## src/rtl/exec_pipe_ctrl.sv

```systemverilog
// Issue/hazard controller between Decode and Execute: scoreboard-based RAW stalls,
// branch flush sequencing and the core-level IDLE/RUN/FLUSH/HALT state machine.
module exec_pipe_ctrl #(
   parameter int WB_LAT       = 2,   // cycles a register write stays pending, >= 1
   parameter int FLUSH_CYCLES = 2    // bubble cycles after a taken branch, >= 1
) (
   input  logic       clk,
   input  logic       rst,
   input  logic       start,
   input  logic       dec_valid,
   input  logic [3:0] dec_src1,
   input  logic [3:0] dec_src2,
   input  logic       dec_use1,
   input  logic       dec_use2,
   input  logic [3:0] dec_dst,
   input  logic       dec_reg_write,
   input  logic       exe_do_branch,
   input  logic       exe_do_halt,
   output logic       issue,
   output logic       stall,
   output logic       flush,
   output logic       running,
   output logic [1:0] state
);

   typedef enum logic [1:0] {
      IDLE  = 2'd0,
      RUN   = 2'd1,
      FLUSH = 2'd2,
      HALT  = 2'd3
   } state_t;

   localparam int              CNT_W    = (FLUSH_CYCLES > 1) ? $clog2(FLUSH_CYCLES) : 1;
   localparam logic [CNT_W-1:0] CNT_LOAD = CNT_W'(FLUSH_CYCLES - 1);
   localparam logic [CNT_W-1:0] CNT_ONE  = CNT_W'(1);

   state_t           st;
   logic [CNT_W-1:0] cnt;
   logic             exe_valid;
   logic             sb_v    [WB_LAT];
   logic [3:0]       sb_addr [WB_LAT];
   logic             hazard;
   logic             halt_ev;
   logic             br_ev;

   // Execute powers up with a stale halt flag, so its flags only count behind exe_valid.
   assign halt_ev = exe_valid && exe_do_halt;
   assign br_ev   = exe_valid && exe_do_branch && !exe_do_halt;

   always_comb begin
      // NOTE: default assignment first so no path through the block leaves hazard unassigned (no latch).
      hazard = 1'b0;
      for (int i = 0; i < WB_LAT; i++) begin
         if (sb_v[i] && ((dec_use1 && (sb_addr[i] == dec_src1)) ||
                         (dec_use2 && (sb_addr[i] == dec_src2))))
            hazard = 1'b1;
      end
   end

   assign issue = (st == RUN) && dec_valid && !hazard && !halt_ev && !br_ev;
   assign stall = dec_valid && !issue;
   assign flush = (st == FLUSH) || ((st == RUN) && br_ev);
   assign state = st;

   // Valid bits shift every cycle in every state, so pending writes drain across HALT/FLUSH.
   always_ff @(posedge clk) begin
      // NOTE: sequential state uses non-blocking assignments so every register samples pre-edge values.
      if (rst) begin
         for (int i = 0; i < WB_LAT; i++) sb_v[i] <= 1'b0;
      end else begin
         sb_v[0] <= issue && dec_reg_write;
         for (int i = 1; i < WB_LAT; i++) sb_v[i] <= sb_v[i-1];
      end
   end

   // NOTE: address fields need no reset; they are only looked at when the matching valid bit is set.
   always_ff @(posedge clk) begin
      sb_addr[0] <= dec_dst;
      for (int i = 1; i < WB_LAT; i++) sb_addr[i] <= sb_addr[i-1];
   end

   always_ff @(posedge clk) begin
      if (rst) begin
         st        <= IDLE;
         cnt       <= '0;
         exe_valid <= 1'b0;
         running   <= 1'b0;
      end else begin
         exe_valid <= issue;
         unique case (st)
            IDLE: begin
               if (start) begin
                  st      <= RUN;
                  running <= 1'b1;
               end
            end
            RUN: begin
               if (halt_ev) begin
                  st      <= HALT;
                  running <= 1'b0;
               end else if (br_ev) begin
                  st  <= FLUSH;
                  cnt <= CNT_LOAD;
               end
            end
            FLUSH: begin
               if (cnt == '0) st <= RUN;
               else           cnt <= cnt - CNT_ONE;
            end
            HALT: begin
               if (start) begin
                  st      <= RUN;
                  running <= 1'b1;
               end
            end
            default: begin
               st      <= IDLE;
               running <= 1'b0;
            end
         endcase
      end
   end

endmodule

```

## config.mk

```make
export PLATFORM = sky130hd
export DESIGN_NAME = exec_pipe_ctrl
export DESIGN_NICKNAME = d
export VERILOG_FILES = /design/src/rtl/exec_pipe_ctrl.sv
export SDC_FILE = /design/constraint.sdc
export NUM_CORES = 1
export LEC_CHECK = 0
export CORE_MARGIN = 3
export CORE_UTILIZATION = 45
export CTS_CLUSTER_DIAMETER = 100
export DETAILED_ROUTE_END_ITERATION = 12
export HOLD_SLACK_MARGIN = 0.05
export PLACE_DENSITY_LB_ADDON = 0.15
export SKIP_CTS_REPAIR_TIMING = 1
export SYNTH_ARGS = -nofsm -noshare
export SYNTH_HDL_FRONTEND = slang
export SYNTH_SLANG_ARGS = --single-unit
```

## constraint.sdc

```tcl
create_clock -name clk -period 3.1 [get_ports clk]
set_input_delay 0.31 -clock clk [delete_from_list [all_inputs] [get_ports clk]]
set_output_delay 0.31 -clock clk [all_outputs]
set_load 0.01 [all_outputs]
```

Word-level counts from Yosys, hierarchy flattened
Memory sizes are Yosys's and may differ from the RTL's.
Index checks and enable logic that the tools add are counted.
- bits in registers: 5
- bits in latches: 0
- bits in read-only memories: 0
- input port bits: 21
- word-level logic and storage cells: 72
- output and inout port bits: 6
- bits in writable memories: 10
- memories kept: 2
- memories (memory ; depth ; width ; rd ports ; clocked after memory_dff ; write ports ; RTL line ; text):
    sb_addr ; 2 ; 4 ; 2 ; 0 ; 2 ; 41 ; logic [3:0] sb_addr [WB_LAT];
    sb_v ; 2 ; 1 ; 2 ; 0 ; 2 ; 40 ; logic sb_v [WB_LAT];
- bitwise gates (word level): 2
- eq/ne operators: 13
- divide/modulo/power cells: 0
- reduce and logical (&&, ||, !) cells: 31
- mux-type cells: 19
- order comparisons: 0
- $mul: 0
- shift operators: 0
- add/sub/neg operators: 1
- operators by type and width (kind ; number):
    $eq A4 B4 Y1 ; 4
    $logic_and A1 B1 Y1 ; 16
    $mux W1 ; 12
    $reduce_and A3 Y1 ; 3
    $mux W2 ; 4
    $ne A2 B2 Y1 const B ; 4
    $pmux W2 S3 ; 1
    $logic_not A1 Y1 ; 5
    $eq A2 B2 Y1 const B ; 2
    $pmux W1 S2 ; 2
    $reduce_bool A2 Y1 ; 2
    $logic_or A1 B1 Y1 ; 3
    $ne A3 B3 Y1 const B ; 1
    $eq A2 B1 Y1 const B ; 1
    $logic_not A2 Y1 ; 1
    $ne A2 B1 Y1 const B ; 1
    $or A1 B1 Y1 ; 2
    $reduce_or A2 Y1 ; 1
    $sub A1 B1 Y1 const B ; 1

Depth between registers and ports, before layout
- word-level depth: 12
- mapped depth: 6
- mapped depth without buffers: 6

Worst setup path after synthesis
No wires, ideal clock.
- path kind: reg2out
- from: register st[0] (netlist: state[0])
- to: output port stall
- data required time: 2790 ps
- cell stages (with the launch flop): 5
- path slack: 1454 ps
- arrival time: 1336 ps
- path buffers: 0
- cell sequence: dfxtp_1 -> ha_1 -> nand3_1 -> or3_4 -> o21a_1
- longest elaborated chain between the ends: 7
- RTL lines (what ; RTL line ; text):
    start, declared ; 37 ; state_t st;
    start signal, assigned ; 84 ; st <= IDLE;
    start signal, assigned ; 93 ; st <= RUN;
    start signal, assigned ; 99 ; st <= HALT;
    $eq A2 B1 Y1 ; 60 ; assign issue = (st == RUN) && dec_valid && !hazard && !halt_ev && !br_ev;
    $logic_and A1 B1 Y1 (4 in series) ; 60 ;
    $logic_not A1 Y1 ; 61 ; assign stall = dec_valid && !issue;
    $logic_and A1 B1 Y1 ; 61 ;
    end, declared ; 20 ; output logic stall,
No other way between the ends.

Worst setup path after layout
- from: input port dec_src2[1]
- to: output port stall
- longest elaborated chain between the ends: 12
- RTL lines (what ; RTL line ; text):
    start, declared ; 12 ; input logic [3:0] dec_src2,
    $eq A4 B4 Y1 ; 55 ; (dec_use2 && (sb_addr[i] == dec_src2))))
    $logic_and A1 B1 Y1 ; 55 ;
    $logic_or A1 B1 Y1 ; 54 ; if (sb_v[i] && ((dec_use1 && (sb_addr[i] == dec_src1)) ||
    $logic_and A1 B1 Y1 ; 54 ;
    $mux W1 ; 54 ;
    $mux W1 (*) ; 54 ;
    $logic_not A1 Y1 (*) ; 60 ;
    $logic_and A1 B1 Y1 (*) (3 in series) ; 60 ;
    $logic_not A1 Y1 (*) ; 61 ;
    $logic_and A1 B1 Y1 (*) ; 61 ;
Every way passes the cells marked *; elsewhere a longest branch is shown, timed or not.

==> metrics.md <==
| Metric | Value |
|---|---|
| Commonest non-fill, non-tap cells in the layout | `clkdlybuf4s50_1 (26), dfxtp_1 (15), xor2_1 (12)` |
| DPL Wire Length | `1310 um` |
| Chip height | `about 45 um` |
| Setup crit start kind | `primary input` |
| Count of cell types in the netlist | `22` |
| Sink Count | `15` |
| Switching pwr | `just under 0.2 mW` |
| Post-synth ARST share | `0%` |
| Initial antenna violation count | `0` |
| M2 GR Usage | `about a quarter` |
| Initial DRC count | `10` |
| CP cell instances | `clkdlybuf4s50_1 -> xor2_1 -> nor4_1 -> o21a_1 -> o21a_1 -> clkdlybuf4s50_1` |
| Clock root cell | `clkbuf_4` |
| Clk Latency, worst-skew pair | `0.28 ns` |
| Post-route clock period utilization | `80.6%` |
| Pre-antenna DRT Iters | `4` |
| Share of cells above drive strength 1 | `6.80%` |
| RSZ-0062 raised after global routing | `false` |
| Ant diodes | `0` |
| Met1 Use GR | `about a quarter` |
| Final setup viols | `0` |
| Antenna Nets Post-Route | `0` |
| Post-synthesis sequential area ratio | `a little over two fifths` |
| Area Overhead vs Synth | `43.7%` |
| Critical Path Fanout Max | `4` |
| Top Usage Layer GRT | `met2` |
| Final wirelength | `about 1600 um` |
| Post-route minimum period | `roughly 2.5 ns` |
| Reg power frac | `a little over two fifths` |
| Crit path arrival time | `approximately 2.2 ns` |
| Gpl congestion | `a little under 0.8` |
| Vias in the first global route | `around 590` |
| Worst Skew | `between 0.002 and 0.0025 ns` |
| Worst path max stage delay | `0.52 ns` |
| Worst slew pin tran | `0.562 ns` |
| Peak supply drop | `0.447 mV` |
| Num CTS Buffers | `3` |
| CP top delay family | `buffers and inverters` |
| Most common cell after layout, fill and taps aside | `clkdlybuf4s50_1` |
| Starting Density | `between 50% and 60%` |
| Max-slew violation count | `0` |
| Post-synth EDFFs | `0` |
| H-tree depth | `1` |
| Crit Path Category | `primary input to output port` |
| CTS tree | `yes` |
| Slew HR | `a little over three fifths` |
| GRT Util Overall | `about a fifth` |
| Die Area | `2070 um^2` |
| Avg Cell Area, Syn | `9.62 um^2` |
| WP data required | `around 2.8 ns` |
| Status | `finished, final reports clean` |
| DRC | `0` |
| GR Overflow Total | `0` |
| Clk pin slew, worst setup/hold paths | `about 0.090 ns` |
| Post-synthesis cell area | `~700 um^2` |
| Slowest-stage cell, CP | `clkdlybuf4s50_1` |
| Top_reg_cell synth | `dfxtp_1` |
| Setup ws final | `0.600 ns` |
| Vias per cell | `5.19` |
| Sw frac | `between 30% and 40%` |
| Fillers | `117` |
| Largest net degree at the start of global routing | `10` |
| Number of port buffers | `26` |
| IO Pins | `27` |
| Flops & latches, synth | `15` |
| Met3 usage in global routing | `under 10%` |
| Final hold vios | `0` |
| Total power draw | `about 0.58 mW` |
| Vias | `612` |
| Row Count | `13` |
| PD cells | `579 nW/um^2` |
| Clk pwr share | `a little under a fifth` |
| Nets | `about 130` |
| CTS Buffer Depth | `2` |
| Critical path buffers and inverters | `2` |
| Max Cap Viol | `0` |
| Max Freq | `between 0.4 and 0.5 GHz` |
| Min-Delay Path Class | `flop to flop` |
| WL per Instance | `approximately 14 um` |
| First-pass GRT wire length | `between 2000 and 3000 um` |
| Cell count after synthesis | `between 70 and 80` |
| Post-route setup TNS | `0 ns` |
| Syn Nets | `97` |
| Ys Warns | `0` |
| Hold Worst Slack | `between 0.3 and 0.4 ns` |
| Core Area | `about 1400 um^2` |
| Die width | `between 40 and 50 um` |
| Combinational power share | `39.6%` |
| Leakage | `slightly below 0.4 nW` |
| Dpl ws | `about 0.62 ns` |
| Internal cell power | `0.390 mW` |
| CP Capture Type | `output port` |
-- state kept, by name, summed over array words and instances (netlist names) --
name / count
cnt: 1
exe_valid: 1
running: 1
sb_addr: 8
sb_v: 2
state: 2
-- synthesized netlist by cell type, types with 2 or more instances --
cell type,instances,share of area [%]
xor2_1,12,15
dfxtp_1,15,43
inv_1,4,2.1
ha_1,3,5.3
xnor2_1,4,5.0
nor2_1,6,3.2
nor4_1,4,3.6
nand2_1,5,2.7
nand3_1,3,2.1
o21a_1,2,2.1
a21oi_1,4,2.9
-- power by group through the flow --
stage | Clock [mW] | Combinational, mW | Sequential (mW)
final | 0.109 | 0.231 | 0.243
after global routing | 0.124 | 0.255 | 0.246
after CTS | 0.115 | 0.234 | 0.243
after detailed placement | 0 | 0.232 | 0.247
after global placement | 0 | 0.222 | 0.245
after floorplan | 0 | 0.118 | 0.250
-- worst reg2reg max path: cells and delay by family (launching register included) --
kind / cells / cell delay [ns]
DFF: 1 / 0.41
and+or+nand+nor: 2 / 0.14
adders and majority gates: 1 / 0.24
buffers and inverters: 1 / 0.07
AOI/OAI and AO/OA: 2 / 0.72
-- routing by layer --
layer,up-vias,part of all wire (%)
met5,-,0
li1,314,-
met1,274,43
met2,20,47
met4,0,2.0
met3,4,8.3
-- cell families (layout without fill, tap and decap cells) --
| group | after synthesis | in the layout | synth area share (%) |
|---|---|---|---|
| XOR/XNOR | 16 | 16 | 20.0 |
| buffers and inverters | 4 | 34 | 2.14 |
| AO/OA/AOI/OAI | 11 | 11 | 10.7 |
| flip-flops | 15 | 15 | 42.8 |
| AND/OR/NAND/NOR | 24 | 24 | 19.1 |
| adder cells (fa/ha/maj) | 3 | 3 | 5.35 |
-- final cells by class --
class                      count  area [um^2]  area share [%]
multi-input combinational     54          387            38.3
clock buffer                   3         22.5            2.23
sequential                    15          300            29.8
timing repair buffer          26          260            25.8
tap                           15         18.8            1.86
inverter                       4         15.0            1.49
clock inverter                 1         5.00           0.496
-- path summary, 6_finish.rpt --
path	from	endpoint	slack, ns	cells after the start
worst max-delay path	dec_src2[1]	stall	0.60	6
worst min register to register	sb_addr[0][3]	sb_addr[0][7]	0.39	0
worst min-delay path	sb_addr[0][3]	sb_addr[0][7]	0.39	0
worst max register to register	state[0]	state[1]	1.41	6
-- metrics by stage --
| step | util [%] | instance area, um^2 | std cells |
|---|---|---|---|
| 2_1_floorplan | - | 702 | 73 |
| 3_3_place_gp | 71.0 | 981 | 114 |
| 3_5_place_dp | 71.0 | 981 | 114 |
| 4_1_cts | 72.9 | 1010 | 118 |
| 5_1_grt | 72.9 | 1010 | 118 |
| 6_report | 72.9 | 1010 | 118 |
Note: power is estimated with default switching activity, not from simulation.
